## src/rtl/hamming_frame_tx_pkg.sv

```systemverilog
// Shared Hamming(7,4) definitions for the transmit framer and the syndrome receiver.
// The encode function is the single source of the parity equations.
package hamming_pkg;

  localparam int unsigned DATA_BLK = 4;
  localparam int unsigned CODE_BLK = 7;
  localparam int unsigned PAR_BLK  = 3;

  typedef enum logic [0:0] {
    IDLE,
    SEND
  } state_t;

  function automatic logic [CODE_BLK-1:0] hamming74_encode(input logic [DATA_BLK-1:0] d);
    logic [PAR_BLK-1:0] p;
    p[0] = d[0] ^ d[2] ^ d[3];
    p[1] = d[0] ^ d[1] ^ d[3];
    p[2] = d[0] ^ d[1] ^ d[2];
    return {p, d};
  endfunction

endpackage

```

## src/rtl/hamming_frame_tx_if.sv

```systemverilog
// Word-in / bit-stream-out handshake bundle of the Hamming frame transmitter.
// The master modport is the transmitter side; slave is the environment driving it.
interface hamming_frame_tx_if #(
  parameter int unsigned WIDTH = 8
);
  logic             in_valid;
  logic             in_ready;
  logic [WIDTH-1:0] in_data;
  logic             inj_en;
  logic [7:0]       inj_pos;
  logic             tx_valid;
  logic             tx_ready;
  logic             tx_bit;
  logic             tx_sof;
  logic             tx_eof;

  modport master (
    input  in_valid, in_data, inj_en, inj_pos, tx_ready,
    output in_ready, tx_valid, tx_bit, tx_sof, tx_eof
  );

  modport slave (
    output in_valid, in_data, inj_en, inj_pos, tx_ready,
    input  in_ready, tx_valid, tx_bit, tx_sof, tx_eof
  );
endinterface

```

## src/rtl/hamming74_enc.sv

```systemverilog
// Combinational Hamming(7,4) block encoder: cw = {p2,p1,p0,d3,d2,d1,d0}.
module hamming74_enc
  import hamming_pkg::*;
(
  input  logic [DATA_BLK-1:0] d_i,
  output logic [CODE_BLK-1:0] cw_o
);

  assign cw_o = hamming74_encode(d_i);

endmodule

```

## src/rtl/hamming_frame_tx.sv

```systemverilog
// Hamming(7,4) frame transmitter: encodes a WIDTH-bit word and serialises the codeword
// LSB-first over a valid/ready bit link, with optional single-bit error injection.
module hamming_frame_tx
  import hamming_pkg::*;
#(
  parameter int unsigned WIDTH = 8,
  parameter int unsigned CNT_W = 16
) (
  input  logic                clk,
  input  logic                reset,
  hamming_frame_tx_if.master  bus,
  output logic                busy,
  output logic [CNT_W-1:0]    frame_count
);

  localparam int unsigned BLOCKS  = WIDTH / DATA_BLK;
  localparam int unsigned CW_BITS = BLOCKS * CODE_BLK;
  localparam int unsigned IDX_W   = $clog2(CW_BITS);

  state_t             state_q, state_d;
  logic [CW_BITS-1:0] cw_q, cw_d;
  logic [IDX_W-1:0]   idx_q, idx_d;
  logic [CNT_W-1:0]   cnt_q, cnt_d;
  logic               rdy_en_q, rdy_en_d;
  logic [CW_BITS-1:0] enc_cw;
  logic [CW_BITS-1:0] inj_mask;
  logic               accept;
  logic               last_bit;

  for (genvar i = 0; i < BLOCKS; i++) begin : g_enc
    hamming74_enc u_enc (
      .d_i  (bus.in_data[DATA_BLK*i +: DATA_BLK]),
      .cw_o (enc_cw[CODE_BLK*i +: CODE_BLK])
    );
  end

  // Out-of-range positions match no bit, so they inject nothing.
  always_comb begin
    inj_mask = '0;
    for (int unsigned b = 0; b < CW_BITS; b++) begin
      inj_mask[b] = bus.inj_en && ({24'd0, bus.inj_pos} == b);
    end
  end

  // in_ready stays low until the first clock edge after reset releases.
  assign bus.in_ready = (state_q == IDLE) && rdy_en_q;
  assign accept       = bus.in_valid && bus.in_ready;
  assign last_bit     = (idx_q == IDX_W'(CW_BITS - 1));

  always_comb begin
    state_d  = state_q;
    cw_d     = cw_q;
    idx_d    = idx_q;
    cnt_d    = cnt_q;
    rdy_en_d = 1'b1;
    unique case (state_q)
      IDLE: begin
        if (accept) begin
          cw_d    = enc_cw ^ inj_mask;
          idx_d   = '0;
          state_d = SEND;
        end
      end
      SEND: begin
        if (bus.tx_ready) begin
          if (last_bit) begin
            idx_d   = '0;
            cnt_d   = cnt_q + CNT_W'(1);
            state_d = IDLE;
          end else begin
            idx_d = idx_q + IDX_W'(1);
          end
        end
      end
      default: state_d = IDLE;
    endcase
  end

  always_comb begin
    busy         = (state_q == SEND);
    bus.tx_valid = busy;
    bus.tx_bit   = busy && cw_q[idx_q];
    bus.tx_sof   = busy && (idx_q == '0);
    bus.tx_eof   = busy && last_bit;
    frame_count  = cnt_q;
  end

  always_ff @(posedge clk or posedge reset) begin
    if (reset) begin
      state_q  <= IDLE;
      cw_q     <= '0;
      idx_q    <= '0;
      cnt_q    <= '0;
      rdy_en_q <= 1'b0;
    end else begin
      state_q  <= state_d;
      cw_q     <= cw_d;
      idx_q    <= idx_d;
      cnt_q    <= cnt_d;
      rdy_en_q <= rdy_en_d;
    end
  end

endmodule

```

## src/flat_wrapper.sv

```systemverilog
// flat-port wrapper written by rule: the top's interface ports become plain ports
module hamming_frame_tx_flat import hamming_pkg::*;
#(
  parameter int unsigned WIDTH = 8,
  parameter int unsigned CNT_W = 16
)
  (clk, reset, busy, frame_count, bus_in_valid, bus_in_data, bus_inj_en, bus_inj_pos, bus_tx_ready, bus_in_ready, bus_tx_valid, bus_tx_bit, bus_tx_sof, bus_tx_eof);
  hamming_frame_tx_if #(.WIDTH(WIDTH)) bus_i ();
  input  logic clk;
  input  logic reset;
  output logic busy;
  output logic [CNT_W-1:0] frame_count;
  input wire logic [$bits(bus_i.in_valid)-1:0] bus_in_valid;
  input wire logic [$bits(bus_i.in_data)-1:0] bus_in_data;
  input wire logic [$bits(bus_i.inj_en)-1:0] bus_inj_en;
  input wire logic [$bits(bus_i.inj_pos)-1:0] bus_inj_pos;
  input wire logic [$bits(bus_i.tx_ready)-1:0] bus_tx_ready;
  output wire logic [$bits(bus_i.in_ready)-1:0] bus_in_ready;
  output wire logic [$bits(bus_i.tx_valid)-1:0] bus_tx_valid;
  output wire logic [$bits(bus_i.tx_bit)-1:0] bus_tx_bit;
  output wire logic [$bits(bus_i.tx_sof)-1:0] bus_tx_sof;
  output wire logic [$bits(bus_i.tx_eof)-1:0] bus_tx_eof;
  assign bus_i.in_valid = bus_in_valid;
  assign bus_i.in_data = bus_in_data;
  assign bus_i.inj_en = bus_inj_en;
  assign bus_i.inj_pos = bus_inj_pos;
  assign bus_i.tx_ready = bus_tx_ready;
  assign bus_in_ready = bus_i.in_ready;
  assign bus_tx_valid = bus_i.tx_valid;
  assign bus_tx_bit = bus_i.tx_bit;
  assign bus_tx_sof = bus_i.tx_sof;
  assign bus_tx_eof = bus_i.tx_eof;
  hamming_frame_tx #(.WIDTH(WIDTH), .CNT_W(CNT_W)) u_core (.clk(clk), .reset(reset), .bus(bus_i), .busy(busy), .frame_count(frame_count));
endmodule
```

## config.mk

```make
export PLATFORM = sky130hd
export DESIGN_NAME = hamming_frame_tx_flat
export DESIGN_NICKNAME = d
export VERILOG_FILES = /design/src/rtl/hamming_frame_tx_pkg.sv /design/src/rtl/hamming_frame_tx_if.sv /design/src/rtl/hamming74_enc.sv /design/src/rtl/hamming_frame_tx.sv /design/src/flat_wrapper.sv
export SDC_FILE = /design/constraint.sdc
export NUM_CORES = 1
export LEC_CHECK = 0
export BUFFER_PORTS_ARGS = -buffer_cell sky130_fd_sc_hd__buf_2
export CELL_PAD_IN_SITES_DETAIL_PLACEMENT = 1
export CELL_PAD_IN_SITES_GLOBAL_PLACEMENT = 1
export CORE_ASPECT_RATIO = 0.5
export CORE_UTILIZATION = 43
export CTS_CLUSTER_SIZE = 24
export DETAILED_ROUTE_END_ITERATION = 8
export GPL_TIMING_DRIVEN = 0
export PLACE_DENSITY = 0.79
export SLEW_MARGIN = 5
export SYNTH_ARGS = -nofsm -noshare
export SYNTH_HDL_FRONTEND = slang
export SYNTH_HIERARCHICAL = 1
export SYNTH_SLANG_ARGS = --single-unit
```

## constraint.sdc

```tcl
create_clock -name clk -period 1.96 [get_ports clk]
set_input_delay 0.098 -clock clk [delete_from_list [all_inputs] [get_ports clk]]
set_output_delay 0.098 -clock clk [all_outputs]
set_load 0.02 [all_outputs]
```

### Word level (Yosys, flattened, before mapping)

Cells that the tools add are included.

* register bits: 36
* bits in latches: 0
* bits in writable memories: 0
* ROM bits: 0
* input bits: 21
* output and inout bits: 22
* word-level logic and storage cells: 70
* memories kept: 0

* add/subtract/negate cells: 2
* $mul: 0
* div/mod/pow operators: 0
* magnitude comparators: 1
* equal/unequal tests: 16
* shift operators: 0
* multiplexer cells: 10
* bitwise gates (word level): 12
* reductions and logical operators: 24

Operators by type and width (count)
* 8-bit by 4-bit equality test with 1-bit output, second input constant: 6
* 8-bit by 3-bit equality test with 1-bit output, second input constant: 4
* 1-bit logical AND: 19
* 16-bit by 1-bit adder with 16-bit output, second input constant: 1
* 8-bit by 2-bit equality test with 1-bit output, second input constant: 2
* 14-bit bitwise XOR: 1
* 4-bit 2-to-1 mux: 3
* 1-bit bitwise XOR: 10
* 8-bit by 1-bit equality test with 1-bit output, second input constant: 1
* 8-bit logical NOT: 1
* 4-bit case mux with 2 select lines: 1
* 4-bit by 5-bit less-than comparator with 1-bit output, second input constant: 1
* 4-bit by 1-bit adder with 4-bit output, second input constant: 1
* 1-bit binary-select mux with 4-bit select: 1
* 4-bit equality test, second input constant: 1
* 4-bit logical NOT: 1
* 1-bit 2-to-1 mux: 4
* 2-bit AND reduction: 2
* 3-bit AND reduction: 1
* 2-bit by 1-bit inequality test with 1-bit output, second input constant: 1
* 2-bit inequality test, second input constant: 1
* 1-bit case mux with 2 select lines: 1
* 1-bit NOT: 1

### Logic depth before layout (Yosys ltp)

Gate-level depths: netlist of the first run.

* depth after elaboration: 5
* gate-level depth with buffers: 6
* depth with buffers taken out: 6

### Cells and area by module

The synthesis of the first run kept the hierarchy.

Modules (own cells, without submodules)
* hamming_frame_tx: instances 1, cells an instance 191, area each 2065.7 um2, seq. area each 900.9 um2
* hamming74_enc: instances 2, cells an instance 7, area each 101.3 um2, seq. area each 0.0 um2

### Least setup slack after synthesis of the first run

No wires, ideal clock.

* kind: reg2out
* start point: register u_core.idx_q[0]
* end point: output bus_tx_bit
* arrival: 1695 ps
* data required time: 1862 ps
* slack: 167 ps
* cell stages (with the launch flop): 5
* path buffers: 1
* path through: dfrtp_1 buf_2 mux4_2 nor3_1 nor4b_1

* word-level cells in the longest chain between the ends: 3

RTL lines
* from (decl): RTL line hamming_frame_tx.sv:22 `logic [IDX_W-1:0] idx_q, idx_d;`
* from (signal assigned): RTL line hamming_frame_tx.sv:98 `idx_q <= idx_d;`
* 1-bit binary-select mux with 4-bit select: RTL line hamming_frame_tx.sv:82 `bus.tx_bit = busy && cw_q[idx_q];`
* 1-bit 2-to-1 mux (not written as such): RTL line hamming_frame_tx.sv:82
* 1-bit logical AND: RTL line hamming_frame_tx.sv:82
* to (decl): RTL line flat_wrapper.sv:20 `output wire logic [$bits(bus_i.tx_bit)-1:0] bus_tx_bit;`

No other way between the ends. The select of a mux whose other input is x is not followed.

### Worst setup path after layout of the first run

Same ends and word-level chain as after synthesis.

==> results of run 1 <==
==> flip-flops by register name, summed over array words and instances, names as in the netlist <==
register             flops
u_core/idx_q             4
u_core/frame_count      16
u_core/bus.tx_valid      1
u_core/rdy_en_q          1
u_core/cw_q             14
==> layout make-up <==
| type | count | share of cell area, % |
|---|---|---|
| sequential | 36 | 33.44 |
| clock buffer | 8 | 3.344 |
| multi-input combinational | 145 | 45.94 |
| timing repair buffer | 44 | 8.453 |
| inverter | 5 | 0.6967 |
| tap | 70 | 3.251 |
| buffer | 19 | 4.877 |
==> critical path, cell delays in order, from the launching register on <==
cell and delay, ns:
sky130_fd_sc_hd__dfrtp_1 0.41, sky130_fd_sc_hd__buf_6 0.15, sky130_fd_sc_hd__mux2i_1 0.12, sky130_fd_sc_hd__o31ai_1 0.28
sky130_fd_sc_hd__a21oi_1 0.10, sky130_fd_sc_hd__nor4b_1 0.26, sky130_fd_sc_hd__buf_2 0.21
==> through the flow <==
stage	total power [W]	utilization [%]
after floorplan	0.001510	-
after global placement	0.001682	51.33
after detailed placement	0.001723	51.33
after CTS	0.002277	53.48
after global routing	0.002406	53.88
final	0.002269	53.88
==> final timing paths <==
check / startpoint / end / slack [ns] / cells past startpoint
max: u_core/idx_q[0] / bus_tx_bit / 0.06 / 6
min in group asynchronous: reset / u_core/bus.tx_valid / 0.50 / 3
min: bus_tx_ready / u_core/bus.tx_valid / 0.14 / 4
max reg2reg: u_core/idx_q[1] / u_core/frame_count[1] / 0.14 / 5
min reg2reg: u_core/frame_count[15] / u_core/frame_count[15] / 0.46 / 1
max in group asynchronous: reset / u_core/frame_count[2] / 0.98 / 3
==> routing by layer <==
metal	routed length, microns	vias to the layer above
li1	-	818
met1	2104	829
met2	2392	34
met3	137	5
met4	44	0
met5	0	-
==> power by group <==
| group | leakage (nW) | total [W] | internal (W) | switching (W) |
|---|---|---|---|---|
| clock | 0.0455 | 0.000531 | 0.000286 | 0.000244 |
| combinational | 0.813 | 0.000757 | 0.000359 | 0.000398 |
| sequential | 0.461 | 0.000981 | 0.000884 | 0.0000975 |
| total | 1.32 | 0.00227 | 0.00153 | 0.000740 |
==> logic make-up after synthesis <==
family / share of synthesized area, %
and+or+nand+nor: 24.82
DFF: 39.71
xor gates and xnor gates: 17.48
buffers and inverters: 6.343
AOI/OAI and AO/OA: 5.185
muxes: 4.082
adders and majority gates: 2.206
other: 0.1653
==> what timing repair did <==
item                                    in CTS  in global routing
buffers inserted                             0                  1
hold buffers                                 1                  0
pin swaps                                    0                  1
resized for setup                            2                  2
hold endpoints to repair                    36                  0
endpoints found under the setup margin       1                  5
==> Yosys cell counts (3+ instances only) <==
| cell | instances | area share [%] |
|---|---|---|
| sky130_fd_sc_hd__buf_2 | 4 | 0.88 |
| sky130_fd_sc_hd__xor2_1 | 16 | 6.2 |
| sky130_fd_sc_hd__o21ai_0 | 16 | 3.5 |
| sky130_fd_sc_hd__nand4b_1 | 8 | 3.1 |
| sky130_fd_sc_hd__nor2_1 | 4 | 0.66 |
| sky130_fd_sc_hd__nand2_1 | 22 | 3.6 |
| sky130_fd_sc_hd__nand4_1 | 5 | 1.4 |
| sky130_fd_sc_hd__nand3_1 | 8 | 1.8 |
| sky130_fd_sc_hd__clkbuf_1 | 3 | 0.50 |
| sky130_fd_sc_hd__ha_1 | 4 | 2.2 |
| sky130_fd_sc_hd__nor3b_1 | 3 | 0.99 |
| sky130_fd_sc_hd__and4bb_2 | 4 | 2.2 |
| sky130_fd_sc_hd__nor3_1 | 3 | 0.66 |
| sky130_fd_sc_hd__and3_1 | 4 | 1.1 |
| sky130_fd_sc_hd__inv_1 | 5 | 0.83 |
| sky130_fd_sc_hd__xor3_1 | 6 | 6.3 |
| sky130_fd_sc_hd__buf_4 | 11 | 3.6 |
| sky130_fd_sc_hd__nor4_4 | 3 | 2.8 |
| sky130_fd_sc_hd__xnor2_1 | 13 | 5.0 |
| sky130_fd_sc_hd__dfrtp_1 | 36 | 40 |
==> reports/qor.tcl, run 1 <==
set qor(timing.final.max_slew_violations) 0
set qor(timing.critical_path.arrival_ns) 1.81
set qor(design.die.area_sq_um) 5588
set qor(drtIter0Drc) 76
set qor(num_antenna_cells) 0
set qor(drive_above_1_share_pct) 32.30
set qor(routed_wirelength_mm) 4.678
set qor(post_layout_nets) 281
set qor(die_height_microns) 53.36
set qor(sequential_cell_area_sq_um) 900.9
set qor(post_syn_area_sq_um) 2268
set qor(ys_async_sr_fraction_pct) 100.0
set qor(initial_standard_cell_utilization_of_the_core_pct) 45.37
set qor(totalNegativeSetupSlack_ns) 0
set qor(wl_per_cell_microns) 14.31
set qor(multiInputGateArea_sq_um) 1237
set qor(antenna_violating_nets_post_route) 0
set qor(num_vias) 1686
set qor(synth_warnings) 6
set qor(dp_worst_setup_slack_ns) 0.08999
set qor(syn-instance-count) 205
set qor(min_path_type) {primary input to flip-flop}
set qor(routabilityCongestion) 0.7188
set qor(report.final.setup_viol) 0
set qor(ys.flop_type) {sky130_fd_sc_hd__dfrtp_1}
set qor(grt_use_met1_pct) 22.43
set qor(die_w_microns) 104.7
set qor(max-vdd-ir-drop_uv) 368.8
set qor(timing.slew.headroom_pct) 49.64
set qor(design_area_sq_um) 2694
set qor(num_io_pins) 43
set qor(status) {finished clean}
set qor(cts-buffers-inserted) 5
set qor(synth-seq-cells) 36
set qor(gr-usage-all-layers_pct) 18.13
set qor(worst_skew_pair.late_latency_ns) 0.28
set qor(grt_overflow) 0
set qor(max_buffers_root_to_sink) 2
set qor(clk_pin_slew_worst_paths_ns) 0.07
set qor(post-place-cells) 317
set qor(power.static_leakage_nw) 1.319
set qor(fmaxAchievable_ghz) 0.5252
set qor(time_the_worst_path_needs_with_i_o_delays_and_setup_ns) 1.904
set qor(grt_first_pass_wirelength_mm) 7.762
set qor(grt_start_max_net_pins) 37
set qor(yosysUniqueCellTypes) 41
set qor(cts.root.buffer_cell) {sky130_fd_sc_hd__clkbuf_8}
set qor(tritoncts) {done}
set qor(via_per_inst) 5.156
set qor(synthesis.area_per_instance_sq_um) 11.07
set qor(ys_seq_area_share_pct) 39.71
set qor(critPathMaxFanout) 8
set qor(core_sq_um) 5000
set qor(path_class) {flip-flop to output pin}
set qor(drt-pass1-iter-count) 4
set qor(post-route-drc-count) 0
set qor(drv_cap) 0
set qor(whs_ns) 0.1383
set qor(crit_path_end_kind) {output pin}
set qor(globalRouteMet2Util_pct) 32.45
set qor(clock_tree.htree_level_count) 2
set qor(first_global_vias) 1644
set qor(pwr_density_cell_nw_per_um2) 842.1
set qor(mostFrequentLayoutCells) {sky130_fd_sc_hd__buf_2, sky130_fd_sc_hd__dfrtp_1, sky130_fd_sc_hd__nand2_1, sky130_fd_sc_hd__xor2_1, sky130_fd_sc_hd__o21ai_0}
set qor(fillers) 591
set qor(post-route-period-util_pct) 97.15
set qor(number_of_sinks_on_the_clock_net) 36
set qor(timing.final.ws_setup_ns) 0.05585
set qor(startpoint_type) {flip-flop}
set qor(placed_cell_area_sq_um) 2566
set qor(clock-skew-final_ns) 0.003784
set qor(final_common_cell) {sky130_fd_sc_hd__buf_2}
set qor(dpl.hpwl_mm) 3.557
set qor(synthToLayoutAreaGrowth_pct) 18.75
set qor(placementRows) 18
set qor(finalHoldViolCount) 0
set qor(busiest_layer) {met2}
set qor(worst_ep_required_time_ns) 1.86
set qor(post_layout_nonfiller_instances) 327
set qor(antenna_violations_before_repair) 0
set qor(synth_edf_count) 0
set qor(met3_usage_pct) 3.202
set qor(rsz0062_at_grt) {false}
set qor(worstMarginPinSlew_ns) 0.7543
set qor(port_buffers) 42
set qor(mappedNetlistNets) 230
Power figures use the tool's default switching activity.
==> inputs of run 2 (changes only) <==
- CORE_MARGIN: default -> 1.5
==> run 2 against run 1 <==
Sequential power about the same. Critical path depth decreased by 1. Via count decreased by 0.59%. Fmax increased by 3.3%. Clock-buffer cell count decreased by 2. Clock skew about the same. Global-route usage decreased by 0.49 points. Sequential share of layout area increased by 0.19 points. Combinational power decreased by 0.8%. Register-to-register slack improved by 0.02 ns. Critical path type unchanged. Critical endpoint unchanged. Highest routed layer unchanged.
==> reports/qor.tcl, run 2 (same netlist as run 1, synthesis figures left out) <==
set qor(dp_worst_setup_slack_ns) 0.09156 ;# was 0.08999 ns
set qor(worst_r2r_path_depth) 6 ;# was 5
set qor(via_per_inst) 5.141 ;# was 5.156
set qor(wl_per_cell_microns) 14.73 ;# was 14.31 microns
set qor(initial_standard_cell_utilization_of_the_core_pct) 45.37 ;# unchanged
set qor(worst_ep_required_time_ns) 1.86 ;# about the same
set qor(met3_usage_pct) 3.571 ;# was 3.202%
set qor(die_height_microns) 54.36 ;# was 53.36 microns
set qor(timing.critical_path.cells) {buf_6, mux4_2, nor3b_1, nor4b_1, buf_2} ;# was buf_6, mux2i_1, o31ai_1, a21oi_1, nor4b_1, buf_2
set qor(worstMarginPinSlew_ns) 0.7525 ;# was 0.7543 ns
set qor(first_global_vias) 1677 ;# was 1644
set qor(startpoint_type) {flip-flop} ;# unchanged
set qor(num_io_pins) 43 ;# unchanged
set qor(post-route-drc-count) 0 ;# unchanged
set qor(die_w_microns) 105.7 ;# was 104.7 microns
set qor(min_path_type) {primary input to flip-flop} ;# unchanged
set qor(number_of_sinks_on_the_clock_net) 36 ;# unchanged
set qor(time_the_worst_path_needs_with_i_o_delays_and_setup_ns) 1.843 ;# was 1.904 ns
set qor(post_layout_nets) 281 ;# unchanged
set qor(largest_register_ffs) 16 ;# unchanged
set qor(power.static_leakage_nw) 1.310 ;# was 1.319 nW
set qor(pwr_density_cell_nw_per_um2) 823.4 ;# was 842.1 nW/um^2
set qor(timing.final.ws_setup_ns) 0.1175 ;# was 0.05585 ns
set qor(clock-skew-final_ns) 0.003750 ;# was 0.003784 ns
set qor(core_sq_um) 5000 ;# unchanged
set qor(antenna_violations_before_repair) 0 ;# unchanged
set qor(busiest_layer) {met2} ;# unchanged
set qor(timing.slew.headroom_pct) 49.76 ;# was 49.64%
set qor(mostFrequentLayoutCells) {sky130_fd_sc_hd__buf_2, sky130_fd_sc_hd__dfrtp_1, sky130_fd_sc_hd__nand2_1, sky130_fd_sc_hd__xor2_1, sky130_fd_sc_hd__o21ai_0} ;# unchanged
set qor(hold-path-endpoint) {u_core/idx_q[2]} ;# was u_core/bus.tx_valid
set qor(path_class) {flip-flop to output pin} ;# unchanged
set qor(antenna_violating_nets_post_route) 0 ;# unchanged
set qor(gr-usage-all-layers_pct) 17.65 ;# was 18.13%
set qor(dpl.hpwl_mm) 3.670 ;# was 3.557 mm
set qor(r2r_end) {u_core/frame_count[12]} ;# was u_core/frame_count[1]
set qor(placementRows) 18 ;# unchanged
set qor(design.die.area_sq_um) 5747 ;# was 5588 sq um
set qor(drtIter0Drc) 52 ;# was 76
set qor(globalRouteMet2Util_pct) 34.31 ;# was 32.45%
set qor(critPathMaxFanout) 8 ;# unchanged
set qor(port_buffers) 42 ;# unchanged
set qor(grt_overflow) 0 ;# unchanged
set qor(grt_use_met1_pct) 21.23 ;# was 22.43%
set qor(max_buffers_root_to_sink) 2 ;# unchanged
set qor(regToRegStartpoint) {u_core/idx_q[1]} ;# unchanged
set qor(drt-pass1-iter-count) 4 ;# unchanged
set qor(worst_skew_pair.late_latency_ns) 0.27 ;# was 0.28 ns
set qor(max-vdd-ir-drop_uv) 334.4 ;# was 368.8 uV
set qor(fmaxAchievable_ghz) 0.5427 ;# was 0.5252 GHz
set qor(hold_depth) 3 ;# was 4
set qor(crit_path_end_kind) {output pin} ;# unchanged
set qor(timing.final.max_slew_violations) 0 ;# unchanged
set qor(report.final.setup_viol) 0 ;# unchanged
set qor(num_antenna_cells) 0 ;# unchanged
set qor(post-route-period-util_pct) 94.01 ;# was 97.15%
set qor(grt_first_pass_wirelength_mm) 7.852 ;# was 7.762 mm
set qor(routed_wirelength_mm) 4.801 ;# was 4.678 mm
set qor(tritoncts) {done} ;# unchanged
set qor(num_vias) 1676 ;# was 1686
set qor(cp_slowest_stage_delay_ns) 0.50 ;# was 0.41 ns
set qor(clock_tree.htree_level_count) 2 ;# unchanged
set qor(grt_start_max_net_pins) 37 ;# unchanged
set qor(power_w) 0.002206 ;# was 0.002269 W
set qor(cts-buffers-inserted) 5 ;# unchanged
set qor(drive_above_1_share_pct) 32.42 ;# was 32.30%
set qor(drv_cap) 0 ;# unchanged
set qor(timing.critical_path.arrival_ns) 1.74 ;# was 1.81 ns
set qor(hold_path_startpoint) {bus_tx_ready} ;# unchanged
set qor(status) {finished clean} ;# unchanged
set qor(worst_path_max_delay_cell) {sky130_fd_sc_hd__mux4_2} ;# was sky130_fd_sc_hd__dfrtp_1
set qor(finalHoldViolCount) 0 ;# unchanged
set qor(cts.root.buffer_cell) {sky130_fd_sc_hd__clkbuf_8} ;# unchanged
set qor(ff2ff_setup_slack_ns) 0.16 ;# was 0.14 ns
set qor(routabilityCongestion) 0.7681 ;# was 0.7188
set qor(final_common_cell) {sky130_fd_sc_hd__buf_2} ;# unchanged
set qor(synthToLayoutAreaGrowth_pct) 18.09 ;# was 18.75%
set qor(whs_ns) 0.1714 ;# was 0.1383 ns
set qor(clk_pin_slew_worst_paths_ns) 0.07 ;# about the same
## run 2: cell types whose count changed in the layout (fill, tap and decap cells not counted)
cell                       delta
sky130_fd_sc_hd__clkbuf_1     -1
sky130_fd_sc_hd__ha_1         -1
sky130_fd_sc_hd__ha_2         +1
sky130_fd_sc_hd__nor3b_2      -1
sky130_fd_sc_hd__clkinv_2     +1
sky130_fd_sc_hd__clkbuf_8     -1
sky130_fd_sc_hd__nor3b_1      +1
## run 2: worst max-delay path by stage
stage / startpoint / end / slack (ns) / cells past startpoint
after floorplan: u_core/idx_q[0] / bus_tx_bit / 0.17 / 4
after global placement: u_core/idx_q[1] / u_core/frame_count[15] / 0.13 / 6
after detailed placement: u_core/idx_q[1] / u_core/frame_count[13] / 0.09 / 6
after CTS: u_core/idx_q[0] / bus_tx_bit / 0.06 / 5
after global routing: u_core/idx_q[0] / bus_tx_bit / -0.0001 / 5
final: u_core/idx_q[0] / bus_tx_bit / 0.12 / 5
## run 2: critical path, delay by kind of cell, from the launching register on
| family | cells | cell delay [ns] |
|---|---|---|
| buffers and inverters | 2 | 0.32 |
| flip-flops | 1 | 0.39 |
| multiplexers | 1 | 0.50 |
| AND/OR/NAND/NOR | 2 | 0.27 |
## run 2: layout make-up
cell class	count	area, sq um
Fill cell	579	2321
Multi-Input combinational cell	145	1235
Sequential cell	36	900.9
Timing Repair Buffer	44	227.7
Buffer	19	131.4
Tap cell	70	87.58
Clock buffer	6	72.57
Inverter	5	18.77
Clock inverter	1	5.005
## run 2: what timing repair did
action | CTS | global route
resized for setup | 1 | 3
buffers inserted | 0 | 1
endpoints found under the setup margin | 1 | 5
pin swaps | 0 | 1
hold buffers | 1 | 0
cloned | 0 | 0
hold endpoints to repair | 36 | 0
## run 2: where the power goes
| part | total, W | leakage, nW | internal (W) | switching [W] |
|---|---|---|---|---|
| Clock | 0.000477 | 0.0410 | 0.000241 | 0.000236 |
| Sequential | 0.000978 | 0.461 | 0.000883 | 0.0000948 |
| Combinational | 0.000751 | 0.808 | 0.000358 | 0.000392 |
## run 2: per-layer routing
metal	up-vias	share of wire, %
li1	816	-
met1	822	44
met2	36	52
met3	2	4.0
met4	0	0.21
met5	-	0
## run 2: stage by stage
stage / instances / util (%) / instance area [sq um] / TNS [ns]
final: 326 / 53.58 / 2679 / 0
after detailed placement: 317 / 51.33 / 2566 / 0
after floorplan: 205 / - / 2268 / 0
after global placement: 317 / 51.33 / 2566 / 0
after CTS: 325 / 53.13 / 2656 / 0
after global routing: 326 / 53.58 / 2679 / -0.0001255
